## src/rtl/regfile_mp.sv

```systemverilog
// Multi-port register file: two registered read ports, two write ports (port 2 wins),
// optional write-to-read forwarding, optional hardwired-zero register 0, post-reset clear sweep.
module regfile_mp #(
    parameter int DATA_WIDTH = 16,
    parameter int ADDR_WIDTH = 3,
    parameter int BYPASS     = 1,
    parameter int ZERO_REG   = 0
) (
    input  logic                  clock,
    input  logic                  reset,
    input  logic [ADDR_WIDTH-1:0] rd1,
    input  logic [ADDR_WIDTH-1:0] rd2,
    input  logic [ADDR_WIDTH-1:0] wr1,
    input  logic [DATA_WIDTH-1:0] wr1_data,
    input  logic                  wr1_enable,
    input  logic [ADDR_WIDTH-1:0] wr2,
    input  logic [DATA_WIDTH-1:0] wr2_data,
    input  logic                  wr2_enable,
    output logic [DATA_WIDTH-1:0] rd1_data,
    output logic [DATA_WIDTH-1:0] rd2_data,
    output logic                  busy
);
    localparam int DEPTH     = 1 << ADDR_WIDTH;
    localparam int NUM_RD    = 2;

    typedef enum logic {CLEAR, IDLE} state_t;

    state_t                               state, state_nxt;
    logic [ADDR_WIDTH-1:0]                sweep_cnt;
    logic [DATA_WIDTH-1:0]                regs [DEPTH];
    logic                                 wr1_go, wr2_go;
    logic [NUM_RD-1:0][ADDR_WIDTH-1:0]    rd_addr;
    logic [NUM_RD-1:0][DATA_WIDTH-1:0]    rd_next, rd_q;

    // State register
    always_ff @(posedge clock) begin
        if (reset) state <= CLEAR;
        else       state <= state_nxt;
    end

    // Next state: the sweep ends on the edge that clears the last register
    always_comb begin
        state_nxt = state;
        case (state)
            CLEAR:   if (&sweep_cnt) state_nxt = IDLE;
            IDLE:    state_nxt = IDLE;
            default: state_nxt = CLEAR;
        endcase
    end

    // Outputs
    always_comb begin
        busy = (state == CLEAR);
    end

    // Sweep counter wraps to 0 naturally as the last register is cleared
    always_ff @(posedge clock) begin
        if (reset)              sweep_cnt <= '0;
        else if (state == CLEAR) sweep_cnt <= sweep_cnt + 1'b1;
    end

    // Address-0 writes vanish when register 0 is hardwired, which also keeps them off the bypass path
    always_comb begin
        wr1_go = wr1_enable && !busy && !((ZERO_REG != 0) && (wr1 == '0));
        wr2_go = wr2_enable && !busy && !((ZERO_REG != 0) && (wr2 == '0));
    end

    always_ff @(posedge clock) begin
        if (!reset) begin
            if (state == CLEAR) begin
                regs[sweep_cnt] <= '0;
            end else begin
                if (wr1_go) regs[wr1] <= wr1_data;
                if (wr2_go) regs[wr2] <= wr2_data;
            end
        end
    end

    assign rd_addr = {rd2, rd1};

    always_comb begin
        rd_next = '0;
        for (int p = 0; p < NUM_RD; p++) begin
            rd_next[p] = regs[rd_addr[p]];
            if (BYPASS != 0) begin
                if (wr2_go && (wr2 == rd_addr[p]))      rd_next[p] = wr2_data;
                else if (wr1_go && (wr1 == rd_addr[p])) rd_next[p] = wr1_data;
            end
            if ((ZERO_REG != 0) && (rd_addr[p] == '0)) rd_next[p] = '0;
        end
    end

    always_ff @(posedge clock) begin
        if (reset || busy) rd_q <= '0;
        else               rd_q <= rd_next;
    end

    assign rd1_data = rd_q[0];
    assign rd2_data = rd_q[1];

endmodule

```

## config.mk

```make
export PLATFORM = sky130hd
export DESIGN_NAME = regfile_mp
export DESIGN_NICKNAME = d
export VERILOG_FILES = /design/src/rtl/regfile_mp.sv
export SDC_FILE = /design/constraint.sdc
export NUM_CORES = 1
export LEC_CHECK = 0
export BUFFER_PORTS_ARGS = -buffer_cell sky130_fd_sc_hd__buf_2
export CORE_UTILIZATION = 25
export DETAILED_ROUTE_END_ITERATION = 8
export SETUP_SLACK_MARGIN = 0.3
export SLEW_MARGIN = 20
export SYNTH_ARGS = -nofsm -noshare
export SYNTH_HDL_FRONTEND = slang
export SYNTH_SLANG_ARGS = --single-unit
export TNS_END_PERCENT = 5
```

## constraint.sdc

```tcl
create_clock -name clock -period 8.55 [get_ports clock]
set_clock_uncertainty 0.05 [all_clocks]
set_input_delay 1.71 -clock clock [delete_from_list [all_inputs] [get_ports clock]]
set_output_delay 1.71 -clock clock [all_outputs]
set_load 0.005 [all_outputs]
```

==> impl_metrics.py, run 1 <==
metrics = {
    "yosys": {
        "synth_edf_count": 128,
        "synth-main-ff-cell": "edfxtp_1",
        "yosysUniqueCellTypes": 43,
        "synth_xor_area_share_pct": 1.240,
        "netlist.area_leader.share_pct": 41.85,
        "synthMuxAreaShare_pct": 19.97,
        "synth-simple-area-share_pct": 9.753,
        "yosys_warnings": 0,
        "synthesis.area_um2": 9185,
        "avgSynthCellArea_um2": 11.57,
        "synth_nets": 844,
        "synthArstFlopShare_pct": 0,
        "synthAdderAreaFrac_pct": 0.2724,
        "ys_seq_area_share_pct": 49.69,
        "synth-compound-area-share_pct": 15.11,
        "synth_top_family_by_area": "multiplexers",
        "synthCells": 794,
        "synthTopCellsByArea": "edfxtp_1 42%, mux4_2 16%, dfxtp_1 7.8%",
        "yosysTopAreaCell": "edfxtp_1",
        "ys_ff_latch": 164,
        "yosysMostFrequentCell": "nand2_1",
        "synthTopCellsByCount": "153 x nand2_1, 144 x o21ai_0, 128 x edfxtp_1, 69 x clkbuf_1, 64 x mux4_2",
    },
    "detailed_routing": {
        "drt_iter0_drc": 681,
        "avgRoutedWirePerCell_um": 22.90,
        "route.met3.wl_um": 2410,
        "via_per_inst": 5.280,
        "met2WireLength_um": 15140,
        "wirelength_met1_um": 11840,
        "ant_nets": 0,
        "wirelength_um": 29840,
        "vias": 6880,
        "drc": 0,
        "firstDrtPassIters": 5,
        "dr.max_layer_used": "met4",
    },
    "setup_path": {
        "crit_path_max_fanout": 20,
        "worstSetupStartpointType": "input pin",
        "critPathSlowestCell": "and2_1",
        "path_class": "input pin to flip-flop",
        "end_kind": "flip-flop",
        "max_stage_delay_ps": 860,
        "crit_arrival_ps": 4600,
        "critPathRequiredTime_ps": 8830,
        "path_cells": "buf_2, and3b_2, mux2i_2, and2_1, o31ai_1, a32o_1",
    },
    "pwr": {
        "vdd_drop_max_uv": 133.9,
        "seqPwrFrac_pct": 48.6,
        "p_comb_share_pct": 11.1,
        "internal-power_uw": 1326,
        "p_sw_uw": 474.6,
        "p_clk_share_pct": 40.3,
        "swShare_pct": 26.35,
        "power.density_nw_per_um2": 169.8,
        "p_leak_uw": 0.003721,
    },
    "cells_and_area": {
        "drive_above_1_share_pct": 25.77,
        "area.growth.synth_to_final_pct": 15.49,
        "antenna_cells": 0,
        "fin_nets": 879,
        "final_util_pct": 29.61,
    },
    "floorplanning": {
        "initial_utilization_pct": 25.64,
        "die_x_um": 193.7,
        "ios": 81,
        "die_h_um": 193.7,
        "core_region_area_um2": 35830,
        "fp-row-count": 69,
        "die-area_um2": 37510,
    },
    "timing": {
        "rsz0062_at_grt": "false",
        "worst_hold_slack_ps": 526.0,
        "timing.slew.headroom_pct": 22.60,
        "post-route-period-util_pct": 50.51,
        "fmax_ghz": 0.2315,
        "setup_viol": 0,
        "fin_ws_ps": 4231,
        "hold_violations": 0,
        "worst_pin_slew_ps": 1161,
        "fin_crit_ps": 4319,
        "drv_slew": 0,
        "final.setup.tns_ps": 0,
    },
    "grt": {
        "grt_pass1_vias": 6918,
        "grt_pass1_wl_um": 44190,
        "grt_overflow": 0,
        "grtUsageTotal_pct": 15.94,
        "grt_max_degree": 38,
        "antenna_found_initial": 0,
    },
    "clock_tree": {
        "numCtsBuffers": 17,
        "cts_setup_buffers": 0,
        "cts_resized": 0,
        "cts_root_buf": "clkbuf_16",
        "hold_buffers": 0,
        "cts.sinks": 164,
        "cts_tree": "done",
        "clock_latency_ps": 440,
        "htreeDepth": 4,
        "cts_buffer_depth": 2,
        "clk_pin_slew_ps": 70,
    },
    "outcome": {
        "status": "completed",
    },
    "place": {
        "post-place-ws_ps": 3611,
        "dpl.hpwl_um": 18370,
        "port_buffers": 80,
        "gp_congestion": 0.7704,
    },
    "hold_path": {
        "hp-class": "flip-flop to flip-flop",
    },
    "run": {
        "maxCapViolations": 0,
    },
}
[worst paths after layout]
check,from,endpoint,slack [ps],cells after the start
max,reset,rd1_data[5],4230,6
min,sweep_cnt[0],sweep_cnt[0],530,2
max reg2reg,state,rd1_data[5],5090,5
min reg2reg,sweep_cnt[0],sweep_cnt[0],530,2
[sequential cells by signal (all words and copies together), names as in the netlist]
name,cells
regs,128
rd1_data,16
rd2_data,16
sweep_cnt,3
state,1
[kinds of logic after synthesis]
group,count (synthesis)
AOI/OAI and AO/OA,226
and+or+nand+nor,199
DFF,164
muxes,102
buffers and inverters,88
xor gates and xnor gates,13
adders and majority gates,2
[layer usage]
layer,GRT usage [%],vias up
met5,0,-
met4,4.859,0
met3,3.722,31
met2,27.50,316
met1,19.69,3415
li1,-,3118
[final cells by class]
class	count	area (um2)
Sequential cell	164	4564
Timing Repair Buffer	102	569.3
Multi-Input combinational cell	542	4348
Fill cell	3592	25220
Clock buffer	20	446.7
Tap cell	461	576.8
Inverter	2	7.507
Clock inverter	12	95.09
[worst max-delay path, delay by kind of cell]
| kind | cells | cell delay [ps] |
|---|---|---|
| compound gates | 2 | 460 |
| mux | 1 | 740 |
| buf+inv | 1 | 170 |
| simple gates | 2 | 1510 |
[power by group through the flow]
stage	Sequential (uW)	Combinational, uW	Clock, uW
2_1_floorplan	889	134	0
3_3_place_gp	891	193	0
3_5_place_dp	892	198	0
4_1_cts	874	199	730
5_1_grt	876	212	758
6_report	875	200	726
[per-stage QoR]
| step | power, uW | area (um2) | cells |
|---|---|---|---|
| 2_1_floorplan | 1023 | 9185 | 794 |
| 3_3_place_gp | 1085 | 10040 | 1270 |
| 3_5_place_dp | 1090 | 10050 | 1271 |
| 4_1_cts | 1803 | 10600 | 1303 |
| 5_1_grt | 1846 | 10610 | 1303 |
| 6_report | 1801 | 10610 | 1303 |
[cells in the final DEF (no fill, tap or decap), types with 2 or more instances in the layout]
cell	Yosys	final
inv_8	0	2
nand3_1	3	3
ha_1	2	2
mux2i_1	37	36
a31oi_1	16	16
a21o_1	3	3
o21bai_2	0	2
nand4b_1	16	16
nand2b_1	2	2
o21ai_0	144	144
clkbuf_1	69	2
nor3_2	0	2
o21bai_4	0	2
clkinv_2	0	3
clkinvlp_4	0	3
a21oi_1	5	5
dfxtp_1	36	36
nor2b_1	2	2
inv_6	0	3
o31ai_1	16	16
nor3b_2	0	2
a32o_1	16	16
a31o_2	2	2
nor4b_2	0	2
buf_2	12	80
clkbuf_16	0	17
a22o_1	16	16
xor2_1	4	4
edfxtp_1	128	128
buf_4	1	21
inv_1	2	2
nand2_1	153	153
nor2_1	8	7
mux4_2	64	64
xnor2_1	9	8
(Power assumes the default switching activity.)
==> run 2, diff against run 1 <==
==> constraint.sdc (replaced) <==
create_clock -name clock -period 3.8 [get_ports clock]
set_clock_uncertainty 0.05 [all_clocks]
set_input_delay 0.76 -clock clock [delete_from_list [all_inputs] [get_ports clock]]
set_output_delay 0.76 -clock clock [all_outputs]
set_load 0.005 [all_outputs]
==> run 2 against run 1 <==
  * Routed wire length is 1.1% lower
  * Critical path depth is 1 lower
  * Via count rose by 1.8%
  * Hold slack lost 8.8 ps
  * Sequential power increased by 130%
  * Critical endpoint is now rd1_data[10]
  * Largest cell class unchanged
  * Highest routed layer unchanged
==> impl_metrics.py, run 2 (synthesis gave the netlist of run 1 again) <==
metrics = {
    "detailed_routing": {
        "ant_nets": 0,
        "firstDrtPassIters": 5,
        "via_per_inst": 5.307,
        "avgRoutedWirePerCell_um": 22.35,
        "drt_iter0_drc": 731,
        "drc": 0,
        "wirelength_um": 29500,
        "vias": 7005,
    },
    "timing": {
        "setup_viol": 0,
        "post-route-period-util_pct": 73.88,
        "fin_crit_ps": 2808,
        "timing.slew.headroom_pct": 41.32,
        "fmax_ghz": 0.3562,
        "drv_slew": 0,
        "hold_violations": 0,
        "worst_pin_slew_ps": 880.2,
        "worst_hold_slack_ps": 517.3,
        "final.setup.tns_ps": 0,
        "rsz0062_at_grt": "false",
    },
    "clock_tree": {
        "cts_resized": 0,
        "cts_buffer_depth": 2,
        "cts_setup_buffers": 0,
        "hold_buffers": 0,
        "cts_tree": "done",
        "cts_root_buf": "clkbuf_16",
        "clk_pin_slew_ps": 70,
        "numCtsBuffers": 17,
        "htreeDepth": 4,
        "clock_latency_ps": 440,
        "cts.sinks": 164,
    },
    "setup_path": {
        "worstSetupStartpointType": "flip-flop",
        "end_kind": "flip-flop",
        "path_delay_family": "simple AND/OR/NAND/NOR gates",
        "path_cells": "and3b_2, mux2i_1, or4_1, o31ai_1, a32o_1",
        "critPathSlowestCell": "or4_1",
        "crit_arrival_ps": 3120,
        "critPathRequiredTime_ps": 4110,
        "crit_path_max_fanout": 16,
        "max_stage_delay_ps": 940,
        "path_buf_inv": 0,
        "path_class": "flip-flop to flip-flop",
    },
    "pwr": {
        "p_clk_share_pct": 41.2,
        "p_leak_uw": 0.003820,
        "power.density_nw_per_um2": 383.8,
        "p_sw_uw": 1075,
        "swShare_pct": 26.07,
        "seqPwrFrac_pct": 47.7,
        "internal-power_uw": 3049,
        "p_comb_share_pct": 11.1,
        "vdd_drop_max_uv": 299.1,
    },
    "place": {
        "port_buffers": 80,
        "dpl.hpwl_um": 18970,
        "gp_congestion": 0.8191,
        "dpl_cell_area_um2": 10170,
    },
    "cells_and_area": {
        "drive_above_1_share_pct": 27.12,
        "fin_nets": 896,
        "area.growth.synth_to_final_pct": 16.99,
        "antenna_cells": 0,
        "design_area_um2": 10750,
        "largest_reg_flops": 128,
        "layout_common_cells": "153 x nand2_1, 144 x o21ai_0, 128 x edfxtp_1, 80 x buf_2, 64 x mux4_2",
        "regMostFlops": "regs",
        "final_common_cell": "nand2_1",
    },
    "grt": {
        "grt_pass1_vias": 7080,
        "antenna_found_initial": 0,
        "grt_pass1_wl_um": 43860,
        "grtUsageTotal_pct": 15.79,
        "grt_overflow": 0,
        "grt_max_degree": 34,
    },
    "hold_path": {
        "hp-class": "flip-flop to flip-flop",
    },
    "floorplanning": {
        "die_x_um": 193.7,
        "initial_utilization_pct": 25.64,
        "die_h_um": 193.7,
        "ios": 81,
        "core_region_area_um2": 35830,
        "fp-row-count": 69,
        "die-area_um2": 37510,
    },
    "run": {
        "maxCapViolations": 0,
    },
    "outcome": {
        "status": "completed",
    },
}
-- run 2: cell type report --
type | count | area (um2)
Inverter | 2 | 7.507
Fill cell | 3597 | 25080
Sequential cell | 164 | 4564
Clock buffer | 17 | 425.4
Tap cell | 461 | 576.8
Clock inverter | 15 | 148.9
Timing Repair Buffer | 119 | 693.2
Multi-Input combinational cell | 542 | 4329
-- run 2: through the flow --
step	std cells	util [%]	total power (uW)	worst slack, ps
4_1_cts	1320	29.99	4142	1024
6_report	1320	29.99	4125	992.5
3_3_place_gp	1288	28.39	2454	692.0
3_5_place_dp	1288	28.39	2461	659.0
2_1_floorplan	794	-	2301	704.2
5_1_grt	1320	29.99	4241	894.1
-- run 2: worst register-to-register path, stage by stage, from the launching register on --
cell and delay (ps):
dfxtp_1 580, and3b_2 380, mux2i_1 160, or4_1 940, o31ai_1 370, a32o_1 250
-- run 2: final timing paths --
path | from | end | slack [ps] | depth (start not counted)
worst max-delay path | state | rd1_data[10] | 990 | 5
worst min-delay path | sweep_cnt[1] | sweep_cnt[1] | 520 | 2
worst max register to register | state | rd1_data[10] | 990 | 5
worst min register to register | sweep_cnt[1] | sweep_cnt[1] | 520 | 2
-- run 2: power groups by stage --
stage	combinational, uW	clock (uW)	sequential (uW)
global placement	449	0	2010
detailed placement	454	0	2010
finish	459	1700	1970
floorplan	301	0	2000
global route	487	1780	1970
CTS	456	1720	1970
-- run 2: layer usage --
metal	up-vias	global-route usage, %	share of wire, %
met5	-	0	0
met4	0	6.844	2.9
met3	59	2.696	7.5
met2	345	26.55	50
met1	3453	19.94	40
li1	3148	-	-
